==> config.mk <==
export PLATFORM = sky130hd
export DESIGN_NAME = load_store_unit
export DESIGN_NICKNAME = d
export VERILOG_FILES = /design/src/rtl/load_store_unit.sv
export SDC_FILE = /design/constraint.sdc
export NUM_CORES = 1
export LEC_CHECK = 0
export ABC_CLOCK_PERIOD_IN_PS = 10300
export CORE_ASPECT_RATIO = 1.2
export CORE_MARGIN = 2
export CORE_UTILIZATION = 25
export DETAILED_ROUTE_END_ITERATION = 8
export GPL_ROUTABILITY_DRIVEN = 0
export PLACE_DENSITY_LB_ADDON = 0.3
export SYNTH_ARGS = -nofsm -noshare
export SYNTH_HDL_FRONTEND = slang
export SYNTH_SLANG_ARGS = --single-unit
==> constraint.sdc <==
create_clock -name i_clk -period 10.3 [get_ports i_clk]
set_input_delay 1.03 -clock i_clk [delete_from_list [all_inputs] [get_ports i_clk]]
set_output_delay 1.03 -clock i_clk [all_outputs]
set_load 0.1 [all_outputs]
==> src/rtl/load_store_unit.sv <==
// RV32I load/store unit: one access at a time, byte-lane strobes and load extension.
// Optional MISALIGN_TRAP_EN: misaligned H/HU/W faults instead of having the address force-aligned.
module load_store_unit (
  input  logic        i_clk,
  input  logic        i_rst,
  input  logic        i_Req,
  input  logic        i_We,
  input  logic [2:0]  i_Funct3,
  input  logic [31:0] i_Addr,
  input  logic [31:0] i_Wd,
  output logic        o_Ready,
  output logic        o_Ack,
  output logic [31:0] o_Rdata,
  output logic        o_Fault,
  output logic [31:0] o_Addr,
  output logic [31:0] o_Wd,
  output logic [3:0]  o_Wen,
  output logic        o_Ren,
  input  logic [31:0] i_Rd,
  output logic [1:0]  dbg_state
);

  // Handshake: a request is taken on a rising edge where o_Ready and i_Req are both 1.
  // Each taken request gets exactly one o_Ack pulse carrying o_Fault and o_Rdata.
  typedef enum logic [1:0] {
    IDLE  = 2'd0,
    ISSUE = 2'd1,
    WAIT  = 2'd2,
    RESP  = 2'd3
  } state_t;

  state_t      state, state_nxt;
  logic        r_we;
  logic [2:0]  r_funct3;
  logic [1:0]  r_off;

  logic        accept;
  logic        illegal;
  logic        fault_in;
  logic [31:0] addr_eff;
  logic [3:0]  wen_eff;
  logic [31:0] wd_eff;
  logic [31:0] rd_shift;
  logic [31:0] load_val;

`ifdef MISALIGN_TRAP_EN
  logic misaligned;
`endif

  assign accept    = (state == IDLE) && i_Req;
  assign o_Ready   = (state == IDLE);
  assign dbg_state = state;

  always_comb begin
    illegal  = 1'b0;
    fault_in = 1'b0;
    addr_eff = i_Addr;
    wen_eff  = 4'b0000;
    wd_eff   = i_Wd;
    case (i_Funct3)
      3'b000, 3'b001, 3'b010: illegal = 1'b0;
      3'b100, 3'b101:         illegal = i_We;
      default:                illegal = 1'b1;
    endcase
`ifdef MISALIGN_TRAP_EN
    misaligned = ((i_Funct3[1:0] == 2'b01) && i_Addr[0]) ||
                 ((i_Funct3[1:0] == 2'b10) && (i_Addr[1:0] != 2'b00));
    fault_in   = illegal | misaligned;
`else
    fault_in = illegal;
    if (i_Funct3[1:0] == 2'b01) addr_eff[0] = 1'b0;
    else if (i_Funct3[1:0] == 2'b10) addr_eff[1:0] = 2'b00;
`endif
    // Lane enables follow the (possibly aligned) byte offset; data is replicated to every lane.
    case (i_Funct3[1:0])
      2'b00: begin
        wen_eff = 4'b0001 << addr_eff[1:0];
        wd_eff  = {4{i_Wd[7:0]}};
      end
      2'b01: begin
        wen_eff = 4'b0011 << addr_eff[1:0];
        wd_eff  = {2{i_Wd[15:0]}};
      end
      default: begin
        wen_eff = 4'b1111;
        wd_eff  = i_Wd;
      end
    endcase
  end

  always_comb begin
    rd_shift = i_Rd >> {r_off, 3'b000};
    case (r_funct3)
      3'b000:  load_val = {{24{rd_shift[7]}}, rd_shift[7:0]};
      3'b100:  load_val = {24'h000000, rd_shift[7:0]};
      3'b001:  load_val = {{16{rd_shift[15]}}, rd_shift[15:0]};
      3'b101:  load_val = {16'h0000, rd_shift[15:0]};
      default: load_val = rd_shift;
    endcase
  end

  always_comb begin
    state_nxt = state;
    case (state)
      IDLE:    if (i_Req) state_nxt = fault_in ? RESP : ISSUE;
      ISSUE:   state_nxt = r_we ? RESP : WAIT;
      WAIT:    state_nxt = RESP;
      RESP:    state_nxt = IDLE;
      default: state_nxt = IDLE;
    endcase
  end

  always_ff @(posedge i_clk or posedge i_rst) begin
    if (i_rst) state <= IDLE;
    else       state <= state_nxt;
  end

  always_ff @(posedge i_clk or posedge i_rst) begin
    if (i_rst) begin
      r_we     <= 1'b0;
      r_funct3 <= 3'b000;
      r_off    <= 2'b00;
      o_Ack    <= 1'b0;
      o_Fault  <= 1'b0;
      o_Rdata  <= 32'h0;
      o_Addr   <= 32'h0;
      o_Wd     <= 32'h0;
      o_Wen    <= 4'b0000;
      o_Ren    <= 1'b0;
    end else begin
      o_Wen   <= 4'b0000;
      o_Ren   <= 1'b0;
      o_Ack   <= 1'b0;
      o_Fault <= 1'b0;
      if (accept) begin
        r_we     <= i_We;
        r_funct3 <= i_Funct3;
        r_off    <= addr_eff[1:0];
        if (fault_in) begin
          o_Ack   <= 1'b1;
          o_Fault <= 1'b1;
        end else begin
          o_Addr <= addr_eff;
          if (i_We) begin
            o_Wen <= wen_eff;
            o_Wd  <= wd_eff;
          end else begin
            o_Ren <= 1'b1;
          end
        end
      end
      if ((state == ISSUE) && r_we) o_Ack <= 1'b1;
      // Read data arrives one cycle after the ISSUE-cycle read strobe.
      if (state == WAIT) begin
        o_Ack   <= 1'b1;
        o_Rdata <= load_val;
      end
    end
  end

endmodule

# Word level (Yosys, flattened, before mapping)
# Index checks and enable logic that the tools add are counted.
# op_classes
add_sub_neg	0
mul	0
n_div	0
order_cmp	0
n_eq_ne	13
shift	3
mux	21
bitwise	1
n_reduce_logical	10
# op_table
op	n
$pmux 32 s4	1
$pmux 32 s2	1
$shr 32x5->32	1
$eq 3x3->1 const B	4
$mux 4	3
$mux 1	10
$pmux 2 s4	1
$pmux 4 s2	1
$eq 2x2->1 const B	3
$eq 3x1->1 const B	2
$logic_not 3->1	2
$mux 2	3
$eq 2x1->1 const B	2
$logic_not 2->1	2
$shl 1x2->4 const A	1
$shl 2x2->4 const A	1
$eq 3x2->1 const B	1
$reduce_and 3->1	1
$reduce_or 3->1	1
$logic_and 1x1->1	2
$ne 2x2->1 const B	1
$pmux 1 s2	1
$reduce_and 2->1	1
$reduce_or 2->1	1
$not 1->1	1
# word_totals
ff_bits	111
latchBits	0
mem_bits_rw	0
romBits	0
inputBits	103
out_inout_bits	106
wordCells	59
mem_count	0

# Longest topological paths before layout
# logic_depth
word_depth	8
mapped_depth	8
mapped_depth_nobuf	6

# Worst setup path before layout
# OpenSTA, ideal clock, no wires.
# synth_path
kind	flip-flop to flip-flop
from	reg state[0], in the netlist dbg_state[0]
to	reg o_Addr[10]
arrival_time_ns	2.960
setup_slack_ns	7.214
path_stages_with_launch	8
n_path_buf	2
synth_period_minus_slack_ns	3.086
path_cell_list	dfrtp_1 > inv_1 > ha_1 > and2_1 > clkbuf_1 > nand3_2 > buf_2 > mux2_2
# synth_between
elab_chain_cells	3
# synth_rtl
element	line_no	rtl
from (decl)	32	state_t state, state_nxt;
from (signal assigned)	115	else state <= state_nxt;
$logic_not 2->1	--	
named net o_Ready	11	output logic o_Ready,
$logic_and 1x1->1	50	assign accept = (state == IDLE) && i_Req;
$reduce_and 2->1 (no source line)	--	
to (signal assigned)	143	o_Addr <= addr_eff;
to (decl)	15	output logic [31:0] o_Addr,
# The timed path passes the listed nets, and every way through them passes these cells.
# A chain may end at the register's enable or synchronous reset.

# Worst setup path in the final report
# layout_path
from	in i_Funct3[0]
to	reg o_Addr[16]
# layout_between
elab_chain_cells	5
word_cells_on_any_way	10
cone_classes	eq/ne: 4; mux: 1; bitwise: 1; reduce/logical: 4
# layout_rtl
element	line_no	rtl
from (decl)	8	input logic [2:0] i_Funct3,
$eq 3x1->1 (tied with other cells)	60	case (i_Funct3)
$reduce_or 3->1 / $reduce_or 2->1 (equally long branches)	60	
$pmux 1 s2 *	60	
$not 1->1 (no source line) *	--	
$reduce_and 2->1 (no source line) *	--	
# Every way passes the cells marked *; elsewhere a longest branch is shown, timed or not.

==> run metrics <==
number of synthesized flops with an enable pin 0; final hold violations 0; TNS Setup 0 ps; Port Buffers 208; Detailed Route WL 15.7 mm; # nets final 768; fin. max-slew vios 0; synthesis-to-layout area growth 50.9%; ANT cells 0; crit end category register; Slew @ Worst Pin 1030 ps; CTS Buffer Depth 2; Tot GR Track Use 14.9%; htree depth 3; ANT nets after route 0; DRT Pass-1 Iters 4; I/O pin cnt 209; register bit count reported by yosys 111; initial antenna violation count 0; Post-CTS Setup Inserts 0; CP max stage cell clkdlybuf4s50_1; Worst Setup Path Type in2reg; commonest non-fill, non-tap cells in the layout 208 x clkdlybuf4s50_1, 111 x dfrtp_1, 58 x nand2_1; Slew HR 31.4%; Syn Std Cell Area 0.00511 sq mm; commonest non-fill, non-tap cell in the layout clkdlybuf4s50_1; CP Launch Type input port; number of global-route vias before repair 4557; Final setup viols 0; CTS resizes 0; clock root cell clkbuf_16; vias per std cell 4.58; die width 134 microns; CP Max Fanout 35; Netlist cell types 38; global-route wire length before repair 25.2 mm; core footprint 0.0202 sq mm; RSZ-0062 raised after global routing false; die area 0.0216 sq mm; Tcrit/Tclk final 33.5%; Worst Hold Class reg2reg; Final min period 3450 ps; fmax 290 MHz; WP data required 10540 ps; largest net degree at the start of global routing 62; CTS clock-pin slew for the worst setup and hold paths 80 ps; cts hold-fix bufs 0; YS warnings 0; setup slack, reg-to-reg 7620 ps; outcome finished, final reports clean; prevailing post-synth register cell dfrtp_1; Inserted Clock Buffers 9; MaxCap Viol Count 0; crit-path max cell delay 810 ps; Die Ht 161 microns; DR vias 4256; post-synth net total 575; total gr overflow 0; dpl hpwl 11.7 mm; Rows 57; Worst Skew 12.7 ps; fill count 1961; final setup margin 6850 ps; CTS tree done; Starting Density 25.3%; DR iter-0 viols 121; residual DRC count 0; crit path cell chain clkdlybuf4s50_1 -> o21ai_0 -> nand3_2 -> mux2_2; DP Worst Slack 6430 ps; Worst EP arrival 3690 ps; Routed WL per cell 16.9 microns; Worst-Skew Late Latency 360 ps; sequential element share of the synthesized area 54.4%; Avg Cell Area, Syn 10.9 sq um; ys async rst share 100%; cells after synthesis 468; total clock sinks 111; layout cell share with drive strength beyond 1 10.5%; Final Util 38.2%
per-layer routing:
metal  global-route usage (%)  up-vias  part of all wire (%)  routed length, microns
met5                        0        -                     0                       0
met4                     4.45        0                   1.2                     193
met3                     5.30       10                   9.3                    1460
met2                     25.0      168                    48                    7560
met1                     17.9     2069                    41                    6460
li1                         -     2009                     -                       -
metrics by stage:
step / hold slack, ps / instance area (sq um) / instances
after floorplan: 473 / 5110 / 468
after global placement: 461 / 7420 / 915
after detailed placement: 466 / 7420 / 915
after CTS: 490 / 7710 / 930
after global routing: 519 / 7710 / 930
final: 483 / 7710 / 930
final timing paths:
| kind | cells after the start | from | to |
|---|---|---|---|
| worst max-delay path | 4 | i_Funct3[0] | o_Addr[16] |
| worst min-delay path | 2 | o_Wd[4] | o_Wd[4] |
| worst max register to register | 4 | r_off[1] | o_Rdata[23] |
| worst min register to register | 2 | o_Wd[4] | o_Wd[4] |
| max in group asynchronous | 3 | i_rst | o_Rdata[28] |
| min in group asynchronous | 2 | i_rst | o_Rdata[5] |
cells in the mapped netlist, drive strengths merged, types with 2 or more instances:
| cell type | number | share of area [%] |
|---|---|---|
| mux2i | 40 | 7.8 |
| o221ai | 14 | 2.6 |
| nand3b | 2 | 0.29 |
| ha | 4 | 0.98 |
| clkbuf | 19 | 1.4 |
| o21ai | 38 | 3.7 |
| nand3 | 18 | 1.9 |
| dfrtp | 111 | 54 |
| nor2b | 9 | 1.1 |
| nand2 | 59 | 4.4 |
| a21oi | 29 | 2.8 |
| a211oi | 7 | 1.0 |
| nor2 | 19 | 1.4 |
| inv | 21 | 1.5 |
| buf | 12 | 1.4 |
| nand2b | 11 | 1.3 |
| mux2 | 41 | 9.0 |
worst max-delay path: cells and delay by family:
family	cells	cell delay, ps
AOI/OAI and AO/OA	1	520
and+or+nand+nor	1	740
muxes	1	560
buffers and inverters	1	810
kinds of logic after synthesis:
family	synth area share (%)
buf+inv	4.31
mux	17.3
compound gates	11.4
simple gates	11.6
fa+ha+maj	0.980
flops	54.4
final cells by class:
| type | count | area [sq um] | share of cell area, % |
|---|---|---|---|
| sequential | 111 | 2780 | 36.0 |
| tap | 265 | 332 | 4.30 |
| clock inverter | 5 | 51.3 | 0.665 |
| clock buffer | 10 | 239 | 3.10 |
| timing repair buffer | 213 | 2120 | 27.5 |
| multi-input combinational | 305 | 2110 | 27.4 |
| inverter | 21 | 81.3 | 1.05 |
registers in the layout (all words and copies together), names as in the netlist, 2 cells and up:
register,cells
o_Rdata,32
r_funct3,3
o_Wen,4
dbg_state,2
o_Addr,32
o_Wd,32
r_off,2
Power is left out: the tool's default activity adds up to more than one toggle a clock period on the data nets, which glitch-free logic cannot reach.
